[config.mk]
export PLATFORM = sky130hd
export DESIGN_NAME = axi_timer_multi
export DESIGN_NICKNAME = d
export VERILOG_FILES = /design/src/rtl/axi_timer_multi.sv
export SDC_FILE = /design/constraint.sdc
export NUM_CORES = 1
export LEC_CHECK = 0
export CAP_MARGIN = 20
export CORE_MARGIN = 2
export CORE_UTILIZATION = 30
export DETAILED_ROUTE_END_ITERATION = 7
export GPL_TIMING_DRIVEN = 0
export HOLD_SLACK_MARGIN = 0.02
export REMOVE_ABC_BUFFERS = 1
export SYNTH_ARGS = -nofsm -noshare
export SYNTH_HDL_FRONTEND = slang
export SYNTH_SLANG_ARGS = --single-unit
[constraint.sdc]
create_clock -name clk -period 2.5 [get_ports clk]
set_input_delay 0.5 -clock clk [delete_from_list [all_inputs] [get_ports clk]]
set_output_delay 0.5 -clock clk [all_outputs]
set_load 0.03 [all_outputs]
[src/rtl/axi_timer_multi.sv]
// AXI4-lite slave with CHANNEL_NBR_p compare timers sharing one prescaler.
// Each channel counts prescaler ticks up to CMP and raises a registered level interrupt.
module axi_timer_multi #(
    parameter int AXI_ADDR_BW_p  = 12,
    parameter int CHANNEL_NBR_p  = 4,
    parameter int CNT_BW_p       = 32,
    parameter int PRESCALER_BW_p = 16
) (
    input  logic                     clk,
    input  logic                     rst,
    input  logic [AXI_ADDR_BW_p-1:0] i_axi_awaddr,
    input  logic                     i_axi_awvalid,
    output logic                     o_axi_awready,
    input  logic [31:0]              i_axi_wdata,
    input  logic                     i_axi_wvalid,
    output logic                     o_axi_wready,
    output logic [1:0]               o_axi_bresp,
    output logic                     o_axi_bvalid,
    input  logic                     i_axi_bready,
    input  logic [AXI_ADDR_BW_p-1:0] i_axi_araddr,
    input  logic                     i_axi_arvalid,
    output logic                     o_axi_arready,
    output logic [31:0]              o_axi_rdata,
    output logic [1:0]               o_axi_rresp,
    output logic                     o_axi_rvalid,
    input  logic                     i_axi_rready,
    output logic [CHANNEL_NBR_p-1:0] o_irq
);
    localparam int AW = AXI_ADDR_BW_p;
    localparam logic [AW-1:0] ADDR_PRESCALE = AW'(12'h800);
    localparam logic [AW-1:0] ADDR_IRQ_SUM  = AW'(12'h804);
    localparam logic [1:0]    RESP_OKAY     = 2'b00;
    localparam logic [1:0]    RESP_SLVERR   = 2'b10;

    logic [2:0]                ctrl_q [CHANNEL_NBR_p];
    logic [2:0]                ctrl_d [CHANNEL_NBR_p];
    logic [CNT_BW_p-1:0]       cmp_q  [CHANNEL_NBR_p];
    logic [CNT_BW_p-1:0]       cmp_d  [CHANNEL_NBR_p];
    logic [CNT_BW_p-1:0]       cnt_q  [CHANNEL_NBR_p];
    logic [CNT_BW_p-1:0]       cnt_d  [CHANNEL_NBR_p];
    logic [CHANNEL_NBR_p-1:0]  done_q, done_d, done_set;
    logic [CHANNEL_NBR_p-1:0]  irq_q, irq_d;
    logic [PRESCALER_BW_p-1:0] prescale_q, prescale_d;
    logic [PRESCALER_BW_p-1:0] pcnt_q, pcnt_d;
    logic                      bvalid_q, bvalid_d;
    logic [1:0]                bresp_q, bresp_d;
    logic                      rvalid_q, rvalid_d;
    logic [1:0]                rresp_q, rresp_d;
    logic [31:0]               rdata_q, rdata_d;

    logic                      wr_acc, rd_acc, tick;
    logic [AW-1:0]             wr_addr, rd_addr;
    logic [1:0]                wr_off, rd_off;
    logic [CHANNEL_NBR_p-1:0]  wr_ch_hit, rd_ch_hit, sw_owns;
    logic                      wr_is_pre, wr_ok, rd_ok;
    logic [31:0]               rd_data;
    logic                      unused_bits;

    assign unused_bits = ^{i_axi_awaddr[1:0], i_axi_araddr[1:0], i_axi_wdata};

    assign wr_acc  = i_axi_awvalid & i_axi_wvalid & ~bvalid_q & ~rst;
    assign rd_acc  = i_axi_arvalid & ~rvalid_q & ~rst;
    assign wr_addr = {i_axi_awaddr[AW-1:2], 2'b00};
    assign rd_addr = {i_axi_araddr[AW-1:2], 2'b00};
    assign wr_off  = wr_addr[3:2];
    assign rd_off  = rd_addr[3:2];
    assign tick    = (pcnt_q == prescale_q);

    for (genvar n = 0; n < CHANNEL_NBR_p; n++) begin : g_dec
        assign wr_ch_hit[n] = (wr_addr[AW-1:8] == '0) && (wr_addr[7:4] == 4'(n));
        assign rd_ch_hit[n] = (rd_addr[AW-1:8] == '0) && (rd_addr[7:4] == 4'(n));
        // A CTRL or CNT write takes the whole channel step for that cycle.
        assign sw_owns[n]   = wr_acc && wr_ch_hit[n] && !wr_off[0];
    end

    assign wr_is_pre = (wr_addr == ADDR_PRESCALE);
    assign wr_ok     = (|wr_ch_hit) | wr_is_pre;

    always_comb begin
        done_set = '0;
        done_d   = done_q;
        irq_d    = '0;
        for (int n = 0; n < CHANNEL_NBR_p; n++) begin
            ctrl_d[n] = ctrl_q[n];
            cmp_d[n]  = cmp_q[n];
            cnt_d[n]  = cnt_q[n];
            if (tick && ctrl_q[n][0] && !sw_owns[n]) begin
                if (cnt_q[n] == cmp_q[n]) begin
                    done_set[n] = 1'b1;
                    if (ctrl_q[n][1]) begin
                        cnt_d[n] = '0;
                    end else begin
                        ctrl_d[n][0] = 1'b0;
                    end
                end else begin
                    cnt_d[n] = cnt_q[n] + CNT_BW_p'(1);
                end
            end
            done_d[n] = done_q[n] | done_set[n];
            if (wr_acc && wr_ch_hit[n]) begin
                case (wr_off)
                    2'd0:    ctrl_d[n] = i_axi_wdata[2:0];
                    2'd1:    cmp_d[n]  = i_axi_wdata[CNT_BW_p-1:0];
                    2'd2:    cnt_d[n]  = i_axi_wdata[CNT_BW_p-1:0];
                    default: begin
                        // A hardware set in the same cycle keeps DONE high.
                        if (i_axi_wdata[0] && !done_set[n]) begin
                            done_d[n] = 1'b0;
                        end
                    end
                endcase
            end
            irq_d[n] = done_q[n] & ctrl_q[n][2];
        end
    end

    always_comb begin
        prescale_d = prescale_q;
        pcnt_d     = tick ? '0 : pcnt_q + PRESCALER_BW_p'(1);
        if (wr_acc && wr_is_pre) begin
            prescale_d = i_axi_wdata[PRESCALER_BW_p-1:0];
            pcnt_d     = '0;
        end

        bvalid_d = bvalid_q;
        bresp_d  = bresp_q;
        if (wr_acc) begin
            bvalid_d = 1'b1;
            bresp_d  = wr_ok ? RESP_OKAY : RESP_SLVERR;
        end else if (bvalid_q && i_axi_bready) begin
            bvalid_d = 1'b0;
            bresp_d  = RESP_OKAY;
        end
    end

    always_comb begin
        rd_data = '0;
        rd_ok   = 1'b0;
        for (int n = 0; n < CHANNEL_NBR_p; n++) begin
            if (rd_ch_hit[n]) begin
                rd_ok = 1'b1;
                case (rd_off)
                    2'd0:    rd_data = 32'(ctrl_q[n]);
                    2'd1:    rd_data = 32'(cmp_q[n]);
                    2'd2:    rd_data = 32'(cnt_q[n]);
                    default: rd_data = {31'b0, done_q[n]};
                endcase
            end
        end
        if (rd_addr == ADDR_PRESCALE) begin
            rd_ok   = 1'b1;
            rd_data = 32'(prescale_q);
        end else if (rd_addr == ADDR_IRQ_SUM) begin
            rd_ok   = 1'b1;
            rd_data = 32'(irq_q);
        end

        rvalid_d = rvalid_q;
        rresp_d  = rresp_q;
        rdata_d  = rdata_q;
        if (rd_acc) begin
            rvalid_d = 1'b1;
            rresp_d  = rd_ok ? RESP_OKAY : RESP_SLVERR;
            rdata_d  = rd_data;
        end else if (rvalid_q && i_axi_rready) begin
            rvalid_d = 1'b0;
            rresp_d  = RESP_OKAY;
            rdata_d  = '0;
        end
    end

    always_ff @(posedge clk) begin
        if (rst) begin
            ctrl_q     <= '{default: '0};
            cmp_q      <= '{default: '0};
            cnt_q      <= '{default: '0};
            done_q     <= '0;
            irq_q      <= '0;
            prescale_q <= '0;
            pcnt_q     <= '0;
            bvalid_q   <= 1'b0;
            bresp_q    <= RESP_OKAY;
            rvalid_q   <= 1'b0;
            rresp_q    <= RESP_OKAY;
            rdata_q    <= '0;
        end else begin
            ctrl_q     <= ctrl_d;
            cmp_q      <= cmp_d;
            cnt_q      <= cnt_d;
            done_q     <= done_d;
            irq_q      <= irq_d;
            prescale_q <= prescale_d;
            pcnt_q     <= pcnt_d;
            bvalid_q   <= bvalid_d;
            bresp_q    <= bresp_d;
            rvalid_q   <= rvalid_d;
            rresp_q    <= rresp_d;
            rdata_q    <= rdata_d;
        end
    end

    assign o_axi_awready = wr_acc;
    assign o_axi_wready  = wr_acc;
    assign o_axi_arready = rd_acc;
    assign o_axi_bvalid  = bvalid_q;
    assign o_axi_bresp   = bresp_q;
    assign o_axi_rvalid  = rvalid_q;
    assign o_axi_rresp   = rresp_q;
    assign o_axi_rdata   = rdata_q;
    assign o_irq         = irq_q;

endmodule

==> impl_metrics.ini <==
[route]
via_count = 20900
dr.pass1.iters = 6
wire_per_inst_um = 25.3
route.met3.wl_um = 11200
route.detailed.drc = 0
met2_length_um = 34800
drt_iter0_markers = 2771
wl_met1_um = 35500
top_layer_used = met5
viasPerCell = 6.02
totalWireLength_um = 87800
ant_nets = 0

[sta]
rsz0062_at_grt = yes
setup_viol = 9
worst_slew_pin_slew_ns = 1.07
hold_viol = 0
period_share_pct = 104
fin_crit_ns = 2.61
drv_slew = 0
clock_skew_ns = 0.0261
fmax_mhz = 384
max_slew_margin_pct = 28.5
setup_tns_ns = -0.376
setup_slack_ns = -0.106

[die]
io_pins = 108
die_w_um = 259
die_h_um = 259
start_util_pct = 30.2
design.die.area_mm2 = 0.0669
coreArea_mm2 = 0.0643
row_count = 93

[setup_path]
rr_worst_depth = 7
timing.rr.start = prescale_q[15]
cp.arrival_ns = 3.07
cp.required_ns = 2.96
crit_type = input port to flip-flop
r2r-end = cnt_q[47]
critPathMaxFanout = 12
start_kind = input port
crit_path_end_kind = flip-flop
reg2reg_slack_ns = -0.05

[synth]
synthArstFlopShare_pct = 0
synth.distinct_cells = 90
netlist_area_mm2 = 0.0195
yosysMostFrequentCell = nand2_1
yosys-top-cells-area = dfxtp_1 (35%), nand2_1 (9.3%), a21oi_1 (5.4%)
avgSynthCellArea_um2 = 7.66
synth_area_leader_cell = dfxtp_1
yosysSeqAreaShare_pct = 35.4
synth_seq_cells = 344
ys_warn_count = 0
synthTopCellsByCount = nand2_1 (484), dfxtp_1 (344), a21oi_1 (210), clkbuf_1 (170), nor2_1 (156)
synth_ff_type = dfxtp_1
synth_edf_count = 0
yosysTopAreaCellShare_pct = 35.4
postSynthCellCount = 2541

[clock_network]
clkTransAtPathRegs_ns = 0.06
clock_path_buffers = 3
cts-root-buf = clkbuf_16
clock_sinks = 344
htree_levels = 2
cts_buffers = 41
postCtsHoldBufs = 0
cts_tree = built
clk_latency_ns = 0.59

[outcome]
status = complete, but fails checks
violations = negative setup slack

[finish]
syn_to_final_growth_pct = 26.4
final_cells = 3478
layout-drive-gt1-share_pct = 16.2
nets = 2664

[pwr]
power.leakage_nw = 8.55
peakVddDrop_mv = 0.324
power_density_mw_per_mm2 = 503

[place]
io_buffer_count = 101
dp.cells = 3292
hpwl_um = 57000
gp_congestion = 0.890

[run]
max-cap-violations = 0

[global_routing]
grt_max_degree = 56
grt_pass1_wl_um = 126000
gr-total-overflow = 0
grt_pass1_vias = 18400
antenna_found_initial = 3
grt_usage_pct = 25.0

[worst_hold_path]
min_path_type = input port to flip-flop
whs_path_depth = 2
hp-start = rst
whs_endpoint = cmp_q[108]
-- power by group --
part / switching (W) / internal [W] / leakage [nW]
logic: 0.000631 / 0.000239 / 5.11
registers: 0.00000652 / 0.00548 / 2.80
clock network: 0.00253 / 0.00348 / 0.642
total: 0.00316 / 0.00920 / 8.55
-- worst max path at each step --
| stage | from | endpoint | slack (ns) | cells past startpoint |
|---|---|---|---|---|
| after floorplan | rst | cnt_q[29] | -3.57 | 6 |
| after global placement | rst | cnt_q[29] | -13.34 | 7 |
| after detailed placement | rst | cnt_q[114] | -2.68 | 10 |
| after CTS | rst | cnt_q[13] | -0.07 | 12 |
| after global routing | prescale_q[15] | cnt_q[37] | -0.11 | 9 |
| final | i_axi_araddr[3] | o_axi_rdata[0] | -0.11 | 8 |
-- critical path, stage by stage --
cell and delay (ns):
clkdlybuf4s18_2 0.41, buf_16 0.22, mux4_2 0.57, mux2i_2 0.29, nor2_1 0.07, nor4_1 0.51, o21ai_0 0.26, a32o_1 0.25
-- flip-flops by register name, indices dropped and copies added, names as in the netlist, 4 cells and up --
signal and cells:
cnt_q 128, done_q 4, o_irq 4, cmp_q 128, prescale_q 16, o_axi_rdata 32, pcnt_q 16, ctrl_q 12
-- final cells by class --
| cell class | count | area [um^2] |
|---|---|---|
| sequential | 344 | 6950 |
| antenna | 1 | 2.50 |
| fill | 6512 | 39800 |
| timing repair buffer | 232 | 2580 |
| tap | 855 | 1070 |
| clock buffer | 58 | 1180 |
| clock inverter | 11 | 109 |
| inverter | 28 | 114 |
| multi-input combinational | 1949 | 12600 |
-- cells in the final DEF (no fill, tap or decap), types with 9 or more instances in the layout --
| master | n |
|---|---|
| a211oi_1 | 23 |
| a21oi_1 | 209 |
| a221oi_1 | 33 |
| a22o_1 | 11 |
| a22oi_1 | 91 |
| a311oi_1 | 14 |
| a31oi_1 | 13 |
| and2_1 | 22 |
| and3_1 | 42 |
| buf_12 | 17 |
| buf_16 | 9 |
| buf_4 | 82 |
| buf_6 | 14 |
| clkbuf_1 | 10 |
| clkbuf_16 | 44 |
| clkdlybuf4s50_1 | 91 |
| dfxtp_1 | 297 |
| dfxtp_2 | 44 |
| inv_1 | 26 |
| mux2i_1 | 25 |
| nand2_1 | 470 |
| nand2_2 | 10 |
| nand2b_1 | 9 |
| nand3_1 | 85 |
| nand3_4 | 13 |
| nand4_1 | 49 |
| nor2_1 | 144 |
| nor2_4 | 10 |
| nor3_1 | 40 |
| nor4_1 | 32 |
| nor4_2 | 13 |
| o211ai_1 | 43 |
| o21ai_0 | 64 |
| o21ai_1 | 9 |
| o22ai_1 | 28 |
| or3_1 | 22 |
| or4_1 | 19 |
| xnor2_1 | 42 |
| xor2_1 | 119 |
-- logic make-up after synthesis --
kind of cell | share of synthesized area, %
buffers and inverters | 5.49
adders and majority gates | 0.321
xor gates and xnor gates | 7.25
AOI/OAI and AO/OA | 23.6
and+or+nand+nor | 26.0
muxes | 1.97
other | 0.0193
DFF | 35.4
-- metrics by stage --
stage          util (%)  worst slack (ns)  hold WS (ns)  cell area [um^2]  total power (W)
2_1_floorplan         -             -3.57         0.449             18500          0.00578
3_3_place_gp       32.0            -13.34         0.434             20600          0.00629
3_5_place_dp       32.8             -2.68         0.441             21100          0.00633
4_1_cts            36.8           -0.0668         0.276             23700           0.0123
5_1_grt            38.2            -0.108         0.301             24600           0.0126
6_report           38.2            -0.106         0.288             24600           0.0124
-- routing by layer --
layer	vias to the layer above	global-route usage, %
met3	297	5.53
met2	1387	35.3
met4	4	14.7
li1	9335	-
met1	9914	34.8
met5	-	0
-- what timing repair did --
action | 4_1_cts | 5_1_grt
resized for setup | 121 | 157
buffers inserted | 70 | 33
pin swaps | 34 | 42
setup endpoints to repair | 340 | 300
cloned | 11 | 2
No activity file was read; power rests on OpenSTA's default activity.
